File: config.mk
export PLATFORM = sky130hd
export DESIGN_NAME = branch_redirect
export DESIGN_NICKNAME = d
export VERILOG_FILES = /design/src/rtl/branch_redirect.sv
export SDC_FILE = /design/constraint.sdc
export NUM_CORES = 1
export LEC_CHECK = 0
export CAP_MARGIN = 20
export CORE_ASPECT_RATIO = 1.75
export CORE_MARGIN = 4
export CORE_UTILIZATION = 30
export DETAILED_ROUTE_END_ITERATION = 7
export SYNTH_ARGS = -nofsm -noshare
export SYNTH_HDL_FRONTEND = slang
export SYNTH_SLANG_ARGS = --single-unit
File: constraint.sdc
create_clock -name clk -period 2.5 [get_ports clk]
set_clock_uncertainty 0.1 [all_clocks]
set_input_delay 0.5 -clock clk [delete_from_list [all_inputs] [get_ports clk]]
set_output_delay 0.5 -clock clk [all_outputs]
set_load 0.005 [all_outputs]
File: src/rtl/branch_redirect.sv
// branch_redirect: Execute-stage control-flow resolution.
// Decides taken branches/jumps, computes the target, holds a valid/ready redirect
// request to Fetch, then flushes wrong-path instructions for FLUSH_DEPTH cycles.
// Optional feature macro: MISALIGN_EXC_EN (targets with bit 1 set raise a one-cycle
// misalign_exc pulse instead of redirecting). Undefined by default.
module branch_redirect #(
    parameter int unsigned XLEN        = 32,
    parameter int unsigned OPLEN       = 10,
    parameter int unsigned FLUSH_DEPTH = 2
) (
    input  logic             clk,
    input  logic             rst_n,
    input  logic             valid_de,
    input  logic [OPLEN-1:0] decoded_op_de,
    input  logic             comp_out,
    input  logic [XLEN-1:0]  pc_de,
    input  logic [XLEN-1:0]  imm_de,
    input  logic [XLEN-1:0]  rs1data_de,
    output logic             redirect_valid,
    output logic [XLEN-1:0]  redirect_pc,
    input  logic             redirect_ready,
    output logic             flush_de,
    output logic             stall_de,
    output logic             misalign_exc
);

    typedef enum logic [1:0] {StIdle, StReq, StFlush} state_e;

    state_e          state_q;
    logic [3:0]      cnt_q;
    logic            misalign_q;
    logic            busy;
    logic            take;
    logic            misalign_hit;
    logic [XLEN-1:0] base;
    logic [XLEN-1:0] target;

    // funct3 and the remaining op bits are decoded upstream into comp_out
    logic unused_op;
    assign unused_op = ^{decoded_op_de[7:4], decoded_op_de[2:0]};

    assign busy = (state_q != StIdle);
    assign take = valid_de & ~busy & (decoded_op_de[8] | (decoded_op_de[9] & comp_out));

    // Target: JALR uses rs1 as base and clears bit 0, everything else is PC-relative
    always_comb begin
        base   = decoded_op_de[3] ? rs1data_de : pc_de;
        target = base + imm_de;
        if (decoded_op_de[3]) begin
            target[0] = 1'b0;
        end
    end

`ifdef MISALIGN_EXC_EN
    assign misalign_hit = target[1];
`else
    assign misalign_hit = 1'b0;
`endif

    assign misalign_exc = misalign_q;

    // Redirect FSM with registered outputs
    always_ff @(posedge clk or negedge rst_n) begin
        if (!rst_n) begin
            state_q        <= StIdle;
            cnt_q          <= 4'd0;
            redirect_valid <= 1'b0;
            redirect_pc    <= '0;
            flush_de       <= 1'b0;
            stall_de       <= 1'b0;
            misalign_q     <= 1'b0;
        end else begin
            misalign_q <= 1'b0;
            case (state_q)
                StIdle: begin
                    redirect_valid <= 1'b0;
                    flush_de       <= 1'b0;
                    stall_de       <= 1'b0;
                    if (take) begin
                        if (misalign_hit) begin
                            // Stay idle; kill the faulting path for one cycle only
                            misalign_q <= 1'b1;
                            flush_de   <= 1'b1;
                        end else begin
                            redirect_pc    <= target;
                            redirect_valid <= 1'b1;
                            flush_de       <= 1'b1;
                            stall_de       <= 1'b1;
                            state_q        <= StReq;
                        end
                    end
                end
                StReq: begin
                    if (redirect_ready) begin
                        redirect_valid <= 1'b0;
                        if (FLUSH_DEPTH != 0) begin
                            cnt_q   <= 4'(FLUSH_DEPTH - 1);
                            state_q <= StFlush;
                        end else begin
                            flush_de <= 1'b0;
                            stall_de <= 1'b0;
                            state_q  <= StIdle;
                        end
                    end
                end
                StFlush: begin
                    if (cnt_q == 4'd0) begin
                        flush_de <= 1'b0;
                        stall_de <= 1'b0;
                        state_q  <= StIdle;
                    end else begin
                        cnt_q <= cnt_q - 4'd1;
                    end
                end
                default: begin
                    redirect_valid <= 1'b0;
                    flush_de       <= 1'b0;
                    stall_de       <= 1'b0;
                    state_q        <= StIdle;
                end
            endcase
        end
    end

endmodule

==> flow_summary.json <==
{
  "cp_data_arrival_time_ns": 3.07,
  "drc": 0,
  "p_int_uw": 2670,
  "drt_iter0_drc": 125,
  "grt_util_all_layers_pct": 17.1,
  "cts_num_sinks": 40,
  "area_growth_syn_to_layout_pct": 81.7,
  "numPortBuffers": 138,
  "n_fill_cell": 1046,
  "clk_pin_slew_ns": 0.06,
  "post_dp_cell_area_mm2": 0.00578,
  "p_per_area_mw_per_mm2": 626,
  "num_vias": 3926,
  "vdd_drop_max_mv": 0.299,
  "pwr-share-clk_pct": 14.9,
  "slew_viol_final": 0,
  "place_hpwl_um": 9670,
  "post-route-period-util_pct": 120,
  "p_sw_uw": 1430,
  "rsz0062_at_grt": "true",
  "cts_hold_buf": 0,
  "drive_gt1_share_pct": 32.7,
  "grt_max_degree": 48,
  "routedWlPerCell_um": 15.8,
  "leakage_uw": 0.00290,
  "synth_cell_types": 56,
  "postRouteAntennaNets": 0,
  "die_x_um": 90.9,
  "cts_buffers": 5,
  "cap_viol_max_count": 0,
  "antenna_cells": 0,
  "fp-row-count": 52,
  "critPathRequiredTime_ns": 2.57,
  "dpl_worst_slack_ns": -1.06,
  "grt_pass1_wl_um": 19400,
  "end_kind": "register",
  "worstMarginPinSlew_ns": 0.926,
  "core_mm2": 0.0116,
  "max-slew-margin-rel_pct": 38.3,
  "swShare_pct": 34.9,
  "initial_core_util_pct": 31.0,
  "crit_fanout": 13,
  "finalNetCount": 786,
  "ys_ff_latch": 40,
  "h-tree-depth": 2,
  "synth.avg_cell_area_um2": 8.47,
  "finalPower_uw": 4100,
  "antenna_found_initial": 0,
  "gr-total-overflow": 0,
  "cts-root-buf": "clkbuf_16",
  "finalSetupViolCount": 20,
  "synth_nets": 570,
  "violations": "negative setup slack",
  "worst_slack_ns": -0.495,
  "via_per_inst": 5.05,
  "start_kind": "primary input",
  "drtPass1Iterations": 5,
  "ys_seq_area_share_pct": 27.7,
  "drt-total-wl_um": 12300,
  "design_area_mm2": 0.00656,
  "status": "complete, but fails checks",
  "synthCells": 426,
  "cts_tree": "yes",
  "ios": 147,
  "hold_ws_ns": 0.254,
  "dieArea_mm2": 0.0139,
  "min_period_ns": 2.99,
  "syn-cell-area_mm2": 0.00361,
  "pwr-share-comb_pct": 57.7,
  "gp_congestion": 0.850,
  "synth-edff-count": 0,
  "clockBufferDepth": 2,
  "crit_type": "in -> reg",
  "clkLatencyLatePin_ns": 0.28,
  "hold_class": "in -> async",
  "async_flop_share_pct": 100,
  "die_h_um": 153,
  "ys_warn_count": 0,
  "synth_ff_type": "dfrtp_1",
  "fmax_mhz": 334,
  "hold_viol": 0,
  "grt_pass1_vias": 4044,
  "pwr-share-seq_pct": 27.5
}
-- registers in the layout (all words and copies together), names as in the netlist --
signal / cells
stall_de: 1
cnt_q: 4
state_q: 2
redirect_pc: 32
redirect_valid: 1
-- power by group through the flow --
stage	Combinational (uW)	Sequential, uW	Clock (uW)
final	2370	1130	610
after global routing	2580	1170	660
after CTS	2280	1130	628
after detailed placement	2120	1140	0
after global placement	2080	1130	0
after floorplan	964	1140	0
-- path summary, 6_finish.rpt --
| path | from | slack (ns) | depth (start not counted) | endpoint |
|---|---|---|---|---|
| setup / recovery | decoded_op_de[3] | -0.49 | 13 | redirect_pc[30]$_DFFE_PN0P_ |
| hold / removal | rst_n | 0.25 | 1 | stall_de$_DFFE_PN0P_ |
| setup reg to reg | state_q[1]$_DFFE_PN0P_ | 0.58 | 4 | redirect_pc[10]$_DFFE_PN0P_ |
| hold reg to reg | redirect_pc[6]$_DFFE_PN0P_ | 0.38 | 2 | redirect_pc[6]$_DFFE_PN0P_ |
| max in group asynchronous | rst_n | 1.46 | 1 | redirect_pc[10]$_DFFE_PN0P_ |
| min in group clk | redirect_pc[6]$_DFFE_PN0P_ | 0.38 | 2 | redirect_pc[6]$_DFFE_PN0P_ |
-- timing repair --
item                                    4_1_cts  5_1_grt
endpoints found under the setup margin       25       23
setup buffers                                 9        9
pin swaps                                    38       43
gates resized for setup                      96       56
-- synthesized netlist by cell type (5+ instances only) --
cell	number	area, um^2
a21o_1	16	120
a21oi_1	32	160
and3_1	5	31.3
clkbuf_1	18	67.6
dfrtp_1	40	1000
ha_1	32	400
inv_1	8	30.0
mux2_2	32	360
nand2_1	54	203
nand3_1	5	25.0
nand4_1	7	43.8
nor2_1	24	90.1
o21ai_0	51	255
xnor2_1	18	158
xor2_1	12	105
-- worst max-delay path, stage by stage --
cell	delay [ns]
buf_12	0.12
buf_12	0.15
mux2_4	0.31
ha_4	0.24
a211oi_2	0.24
o21ai_1	0.14
a221oi_2	0.29
buf_4	0.16
o2bb2ai_4	0.06
o41a_1	0.36
a41oi_2	0.21
mux2i_1	0.21
nand2_1	0.06
-- cells in the final DEF (no fill, tap or decap), types with 4 or more instances in the layout --
cell type and instances:
clkdlybuf4s50_1 115, buf_4 81, nand2_1 54, dfrtp_1 40, o21ai_1 24, a21oi_1 22
o21ai_0 20, ha_4 19, mux2_2 18, nor2_1 18, xnor2_1 17, a21o_1 16
mux2_4 14, ha_1 12, dlygate4sd2_1 12, xor2_1 11, buf_6 11, inv_1 8
o21ai_2 8, a21oi_4 7, nand4_1 7, dlymetal6s2s_1 7, clkbuf_16 5, o211ai_1 4
nor2_2 4, nand3_1 4, nand2b_1 4, nor2b_1 4
-- routing by layer --
metal	GRT usage [%]	vias to the layer above	wire length (um)
met4	6.19	0	387
met5	0	-	0
met3	2.16	24	459
li1	-	1962	-
met2	35.2	107	7090
met1	16.8	1833	4320
-- kinds of logic (layout without fill, tap and decap cells) --
group | count (synthesis) | in the layout | share of synthesized area [%]
xor gates and xnor gates | 30 | 30 | 7.28
adders and majority gates | 33 | 33 | 11.7
muxes | 35 | 35 | 10.8
AOI/OAI and AO/OA | 133 | 133 | 22.6
other | 1 | 1 | 0.104
buffers and inverters | 32 | 248 | 3.92
and+or+nand+nor | 122 | 122 | 15.9
DFF | 40 | 40 | 27.7
-- per-stage QoR --
stage                     TNS [ns]  utilization, %  std cells
after floorplan              -7.10               -        426
after global placement      -17.63            49.6        754
final                        -6.23            56.3        777
after detailed placement    -19.07            49.6        754
after global routing         -8.49            56.3        777
after CTS                    -5.14            53.8        768
-- cell type report --
class | instances | area [um^2] | area share [%]
clock inverter | 1 | 5.00 | 0.0763
multi-input combinational | 354 | 3060 | 46.7
inverter | 8 | 30.0 | 0.458
tap | 135 | 169 | 2.58
timing repair buffer | 233 | 2160 | 33.0
sequential | 40 | 1000 | 15.3
clock buffer | 6 | 129 | 1.97
No activity file was read; power rests on OpenSTA's default activity.
